## src/rtl/mult8_seq_pkg.sv

```systemverilog
// Shared constants, state encoding and step helpers for the sequential 8x8 multiplier.
package mult8_seq_pkg;

  localparam int unsigned W     = 8;
  localparam int unsigned HALF  = W / 2;
  localparam int unsigned PW    = 2 * W;
  localparam int unsigned PPW   = 2 * HALF;
  localparam int unsigned NSTEP = 4;

  typedef enum logic [2:0] {
    IDLE,
    LL,
    LH,
    HL,
    HH,
    DONE
  } state_t;

  // Left shift applied to each nibble partial product, indexed by step (LL, LH, HL, HH).
  localparam int unsigned STEP_SHIFT [NSTEP] = '{0, HALF, HALF, W};

  function automatic state_t step_state(input logic [1:0] idx);
    case (idx)
      2'd0:    return LL;
      2'd1:    return LH;
      2'd2:    return HL;
      default: return HH;
    endcase
  endfunction

  // Bit 1 selects the A nibble, bit 0 the B nibble.
  function automatic logic [1:0] step_index(input state_t s);
    case (s)
      LH:      return 2'd1;
      HL:      return 2'd2;
      HH:      return 2'd3;
      default: return 2'd0;
    endcase
  endfunction

  function automatic logic [NSTEP-1:0] skip_mask(input logic [W-1:0] a,
                                                 input logic [W-1:0] b,
                                                 input bit           en);
    logic a_lo_z, a_hi_z, b_lo_z, b_hi_z;
    a_lo_z = (a[HALF-1:0] == '0);
    a_hi_z = (a[W-1:HALF] == '0);
    b_lo_z = (b[HALF-1:0] == '0);
    b_hi_z = (b[W-1:HALF] == '0);
    if (!en) return '0;
    return {a_hi_z || b_hi_z, a_hi_z || b_lo_z, a_lo_z || b_hi_z, a_lo_z || b_lo_z};
  endfunction

  // First non-skipped step at or after index start; DONE when none remain.
  function automatic state_t next_step(input logic [2:0]       start,
                                       input logic [NSTEP-1:0] skip);
    state_t s;
    s = DONE;
    for (int i = int'(NSTEP) - 1; i >= 0; i--) begin
      if (i >= int'(start) && !skip[i]) s = step_state(2'(i));
    end
    return s;
  endfunction

endpackage

```

## src/rtl/mult8_seq_ctrl_mult4_core.sv

```systemverilog
// Combinational 4x4 unsigned multiplier; replaceable by a generated gate-level netlist.
module mult4_core
  import mult8_seq_pkg::*;
(
  input  logic [HALF-1:0] a,
  input  logic [HALF-1:0] b,
  output logic [PPW-1:0]  p
);

  assign p = PPW'(a) * PPW'(b);

endmodule

```

## src/rtl/mult8_seq_ctrl.sv

```systemverilog
// Sequential 8x8 unsigned multiplier: one 4x4 core time-shared over the four nibble products,
// with valid/ready handshakes on operands and product.
module mult8_seq_ctrl
  import mult8_seq_pkg::*;
#(
  parameter bit SKIP_ZERO = 1'b0
) (
  input  logic          clk,
  input  logic          rst,
  input  logic          in_valid,
  output logic          in_ready,
  input  logic [W-1:0]  a,
  input  logic [W-1:0]  b,
  output logic          out_valid,
  input  logic          out_ready,
  output logic [PW-1:0] p,
  output logic          busy
);

  state_t          state, state_next;
  logic [W-1:0]    a_r, b_r;
  logic [PW-1:0]   acc, acc_next;
  logic            load;
  logic [1:0]      step;
  logic [HALF-1:0] nib_a, nib_b;
  logic [PPW-1:0]  core_p;
  logic [PW-1:0]   pp;

  // Nibble selection for the current step
  assign step  = step_index(state);
  assign nib_a = step[1] ? a_r[W-1:HALF] : a_r[HALF-1:0];
  assign nib_b = step[0] ? b_r[W-1:HALF] : b_r[HALF-1:0];

  mult4_core u_core (
    .a (nib_a),
    .b (nib_b),
    .p (core_p)
  );

  assign pp = PW'(core_p) << STEP_SHIFT[step];

  // Next-state and accumulator update
  always_comb begin
    state_next = state;
    acc_next   = acc;
    load       = 1'b0;
    case (state)
      IDLE: begin
        // Live operands are only looked at when in_valid is high, so X on idle inputs stays out.
        if (in_valid && in_ready) begin
          load       = 1'b1;
          acc_next   = '0;
          state_next = next_step(3'd0, skip_mask(a, b, SKIP_ZERO));
        end
      end
      LL, LH, HL, HH: begin
        acc_next   = acc + pp;
        state_next = next_step(3'(step) + 3'd1, skip_mask(a_r, b_r, SKIP_ZERO));
      end
      DONE: begin
        if (out_ready) state_next = IDLE;
      end
      default: state_next = IDLE;
    endcase
  end

  // State, datapath and registered handshake outputs
  always_ff @(posedge clk or posedge rst) begin
    if (rst) begin
      state     <= IDLE;
      a_r       <= '0;
      b_r       <= '0;
      acc       <= '0;
      p         <= '0;
      in_ready  <= 1'b1;
      out_valid <= 1'b0;
      busy      <= 1'b0;
    end else begin
      state     <= state_next;
      acc       <= acc_next;
      in_ready  <= (state_next == IDLE);
      out_valid <= (state_next == DONE);
      busy      <= (state_next != IDLE);
      if (load) begin
        a_r <= a;
        b_r <= b;
      end
      // p only changes on entry to DONE and holds through the handshake and beyond.
      if (state_next == DONE && state != DONE) p <= acc_next;
    end
  end

endmodule
```

## config.mk

```make
export PLATFORM = sky130hd
export DESIGN_NAME = mult8_seq_ctrl
export DESIGN_NICKNAME = d
export VERILOG_FILES = /design/src/rtl/mult8_seq_pkg.sv /design/src/rtl/mult8_seq_ctrl_mult4_core.sv /design/src/rtl/mult8_seq_ctrl.sv
export SDC_FILE = /design/constraint.sdc
export NUM_CORES = 1
export LEC_CHECK = 0
export CORE_MARGIN = 2
export CORE_UTILIZATION = 45
export CTS_CLUSTER_SIZE = 40
export DETAILED_ROUTE_END_ITERATION = 10
export GPL_ROUTABILITY_DRIVEN = 0
export PLACE_DENSITY = 0.72
export SLEW_MARGIN = 20
export SYNTH_ARGS = -nofsm -noshare
export SYNTH_HDL_FRONTEND = slang
export SYNTH_SLANG_ARGS = --single-unit
```

## constraint.sdc

```tcl
create_clock -name clk -period 10.6 [get_ports clk]
set_clock_uncertainty 0.1 [all_clocks]
set_input_delay 2.12 -clock clk [delete_from_list [all_inputs] [get_ports clk]]
set_output_delay 2.12 -clock clk [all_outputs]
set_load 0.005 [all_outputs]
```

# After elaboration in Yosys (flattened, before gate mapping)
# Cells that the tools add are included.
# totals
in_bits,20
wordCells,84
latchBits,0
ram_bits,0
rom_bits,0
output_inout_bits,19
regBits,54
n_memories,0
# classes
n_eq_ne,7
shift,1
mux,29
multipliers,1
n_reduce_logical,30
n_lt_le_gt_ge,5
bitwise_logic,1
n_addsub,2
n_div,0
# ops
op,n
binary-select mux 32 bit (select 2 bit),1
2-to-1 mux 32 bit,2
zero test 4 bit,8
one-hot mux 16 bit (2 select lines),1
left shift 8 x 32 -> 16 bit,1
2-to-1 mux 4 bit,7
2-to-1 mux 3 bit,8
adder 16 bit,1
2-to-1 mux 16 bit,1
== test 3 bit (second input constant),3
one-hot mux 3 bit (3 select lines),1
logical OR 1 bit,8
multiplier 4 x 4 -> 8 bit,1
2-to-1 mux 1 bit,7
== test 3 x 2 -> 1 bit (second input constant),2
greater-or-equal comparator 1 x 3 -> 1 bit (first input constant),2
greater-or-equal comparator 2 x 3 -> 1 bit (first input constant),2
logical AND 1 bit,6
zero test 3 bit,2
one-hot mux 2 bit (3 select lines),1
zero test 1 bit,4
OR reduction 4 bit,1
adder 2 x 1 -> 3 bit (second input constant),1
== test 3 x 1 -> 1 bit (second input constant),1
other kinds (4),4

# Depth between registers and ports, before layout
# logic_depth
ltp_word,14
ltp_mapped,24
mapped_depth_nobuf,22

# Hierarchy
# A second synthesis with hierarchy kept.
# hier_totals
hier_cells,350
hier_area_um2,3731.1
# modules_own_cells
mod,n_inst,cells_per_inst,seq_area_each_um2,area_per_inst_um2
mult8_seq_ctrl,1,299,1352.5,3283.1
mult4_core,1,51,0.0,447.9

# Worst setup path after synthesis
# No wires, ideal clock.
# synth_path
path_kind,reg2reg
from,register state[1]
to,register acc[15]
stages_incl_launch_ff,25
period_less_slack_ps,5173
arrival_time_ps,4987
t_required_ps,10413
slack_ps,5427
path_cell_list,dfrtp_1 -> buf_6 -> nand2b_4 -> nor2_1 -> nor2_1 -> mux2i_1 -> or2_2 -> fa_1 -> inv_1 -> fa_1 -> fa_1 -> nand2_1 -> nand2_1 -> a21oi_1 -> xnor2_1 -> mux2i_1 -> nor2_1 -> ha_1 -> buf_2 -> a21oi_1 -> o21ai_1 -> a22o_1 -> a41o_1 -> a2111o_1 -> o211ai_1
# synth_via
elab_chain_len,9
word_cells_on_any_way,17
classes_between,1 x add/sub; 1 x mul; 4 x eq/ne; 1 x shift; 7 x mux; 1 x bitwise; 2 x reduce/logical
# synth_rtl
element,line_no,source
start: declaration,mult8_seq_ctrl.sv:20,"state_t state, state_next;"
start signal: assignment,mult8_seq_ctrl.sv:79,state <= state_next;
"parallel branches: the longest is 8 deep, another holds adder 16 bit",n/a,
one-hot mux 16 bit (2 select lines) (*),mult8_seq_ctrl.sv:47,case (state)
net acc_next[15],mult8_seq_ctrl.sv:22,"logic [PW-1:0] acc, acc_next;"
end signal: assignment,mult8_seq_ctrl.sv:80,acc <= acc_next;
end: declaration,mult8_seq_ctrl.sv:22,
# Mark *: on every way through the listed nets, which the timed path passes. The select of a mux whose other input is x is not followed.
# A chain may end at the register's enable or synchronous reset.

# Final worst setup path
# layout_path
from,register state[2]
to,register p[15]
# layout_via
elab_chain_len,12
word_cells_on_any_way,37
classes_between,2 x add/sub; 1 x mul; 4 x order compare; 7 x eq/ne; 1 x shift; 14 x mux; 1 x bitwise; 7 x reduce/logical
# layout_rtl
element,line_no,source
"parallel branches: the longest is 12 deep, another holds adder 16 bit",n/a,
end signal: assignment,mult8_seq_ctrl.sv:89,if (state_next == DONE && state != DONE) p <= acc_next;
end: declaration,mult8_seq_ctrl.sv:16,"output logic [PW-1:0] p,"
# Parallel ways; which one is timed is not known. The select of a mux whose other input is x is not followed.

==> qor.yml <==
coreArea_um2: 8090
multi_input_area_um2: 2210
routedWlPerCell_um: 14.9
hold_depth: 2
vias: 2882
yosys_warnings: 0
hold_violations: 0
run_status: "complete, no violations"
cp_data_arrival_time_ns: 6.02
antenna_cells: 0
area_growth_pct: 14.9
grt_remaining_overflow: 0
grt_pass1_wl_um: 13000
synth-edff-count: 0
yosysUniqueCellTypes: 57
synth_cells: 371
dieArea_um2: 8960
antenna_found_initial: 0
max_slew_margin_pct: 54.6
start_util_pct: 45.7
drtIter0Drc: 195
dr.pass1.iters: 4
nNetsFinal: 457
crit_path_max_fanout: 13
drcViolationCount: 0
post_cts_buffers: 0
synth_nets: 424
drive_gt1_share_pct: 13.8
reg2reg_depth: 21
worst_setup_path_start_kind: "flop"
final_common_cell: "dfrtp_1"
fillers: 755
ios: 39
drv_slew: 0
wl_um: 7580
cts_resized: 0
antenna_left: 0
num_rows: 33
async_flop_share_pct: 100
timing.fmax_mhz: 170
finalSetupViolCount: 0
layout_common_cells: "dfrtp_1, nand2_1, clkdlybuf4s50_1"
period_minus_slack_ns: 5.89
die_h_um: 94.6
die_w_um: 94.6
drv_cap: 0
rsz0062_at_grt: "false"
first_global_vias: 2843
endpoint_kind: "flop"
syn_area_um2: 3700
clockBufferDepth: 2
htreeDepth: 2
ys_seq_area_share_pct: 36.6
io_buffer_count: 38
cts_buffers: 5
worstSetupPathType: "flop to flop"
track_usage_pct: 18.1
synth_seq_cells: 54
cts-root-buf: "clkbuf_8"
hold_path.class: "flop to flop"
tritoncts: "done"
syn_avg_cell_area_um2: 9.97
hold_buffers: 0
cp.required_ns: 10.73
path_clk_slew_ns: 0.10
fin_setup_tns_ns: 0
dpl.hpwl_um: 5720
grt_max_degree: 55
seq_area_um2: 1350
synth-main-ff-cell: "dfrtp_1"
insertion_delay_ns: 0.31
worstMarginPinSlew_ns: 0.681
timing.final.crit_share_pct: 55.5
avgViaCountPerCell: 5.65
clock-sinks: 54
registers in the layout (all words and copies together), names as in the netlist:
name       cells
a_r            8
acc           16
out_valid      1
p             16
b_r            8
in_ready       1
busy           1
state          3
area by class of cell:
class	instances	share of cell area, %
multi-input combinational	290	51.9
sequential	54	31.8
timing repair buffer	41	9.48
tap	105	3.09
clock buffer	6	1.71
inverter	12	1.06
clock inverter	2	0.884
routing by layer:
layer / track usage, % / vias up / routed length [µm]
li1: - / 1391 / -
met1: 22.9 / 1414 / 3490
met4: 4.83 / 0 / 86
met5: 0 / - / 0
met2: 31.9 / 67 / 3710
met3: 2.87 / 10 / 295
through the flow:
stage	utilization, %	hold slack (ns)	area, µm²	std cells	worst slack [ns]
detailed placement	51.1	0.379	4140	502	4.75
finish	52.5	0.402	4250	510	4.71
global route	52.5	0.421	4250	510	4.41
global placement	51.1	0.365	4140	502	4.91
CTS	52.5	0.402	4250	510	4.72
floorplan	-	0.356	3700	371	5.43
Yosys cell counts (3+ instances only):
master | count | area [µm²]
clkbuf_1 | 4 | 15.0
buf_2 | 6 | 30.0
a21oi_2 | 3 | 26.3
a21o_1 | 8 | 60.1
nor3_1 | 5 | 25.0
and3_1 | 4 | 25.0
buf_6 | 3 | 33.8
fa_1 | 5 | 100
nand2b_1 | 4 | 25.0
mux2i_1 | 12 | 120
ha_1 | 28 | 350
o21ai_0 | 14 | 70.1
o21ai_1 | 7 | 35.0
a22o_1 | 7 | 61.3
nand3_1 | 8 | 40.0
o21a_1 | 4 | 30.0
o211ai_1 | 6 | 45.0
nand4_1 | 3 | 18.8
xor2_1 | 8 | 70.1
nor2_1 | 29 | 109
and2_1 | 5 | 31.3
inv_1 | 12 | 45.0
xnor2_1 | 9 | 78.8
nand2_1 | 38 | 143
o31ai_1 | 3 | 22.5
mux2_2 | 25 | 282
or2_2 | 7 | 43.8
a21oi_1 | 13 | 65.1
or3_1 | 4 | 25.0
dfrtp_1 | 53 | 1330
final timing paths:
| path | start | endpoint | slack [ns] |
|---|---|---|---|
| min | p[10] | p[10] | 0.40 |
| max | state[2] | p[15] | 4.71 |
| min in group asynchronous | rst | a_r[7] | 2.21 |
| min reg2reg | p[10] | p[10] | 0.40 |
| max in group asynchronous | rst | acc[12] | 7.74 |
| max reg2reg | state[2] | p[15] | 4.71 |
worst max-delay path, cell delays in order, from the launching register on:
cell	delay (ns)
dfrtp_1	0.65
nor2_1	0.20
nor2_1	0.32
mux2i_1	0.20
or2_2	0.32
fa_1	0.51
inv_1	0.05
fa_1	0.53
fa_1	0.48
nand2_1	0.09
nand2_1	0.06
a21oi_1	0.17
xnor2_1	0.19
mux2i_1	0.15
nor2_1	0.16
ha_1	0.36
and4_4	0.26
and2_1	0.16
a22o_1	0.19
a41o_1	0.23
a2111o_1	0.35
o211ai_1	0.10
cells by family after synthesis:
group                      after synthesis  synth area share (%)
and+or+nand+nor                        120                  16.1
AOI/OAI and AO/OA                       82                  16.0
DFF                                     54                  36.6
muxes                                   37                  10.9
adders and majority gates               33                  12.2
buffers and inverters                   27                  3.76
xor gates and xnor gates                18                  4.47
Power is not shown: default switching activity piles up to over one toggle a cycle in this logic, so the estimate is an artifact.
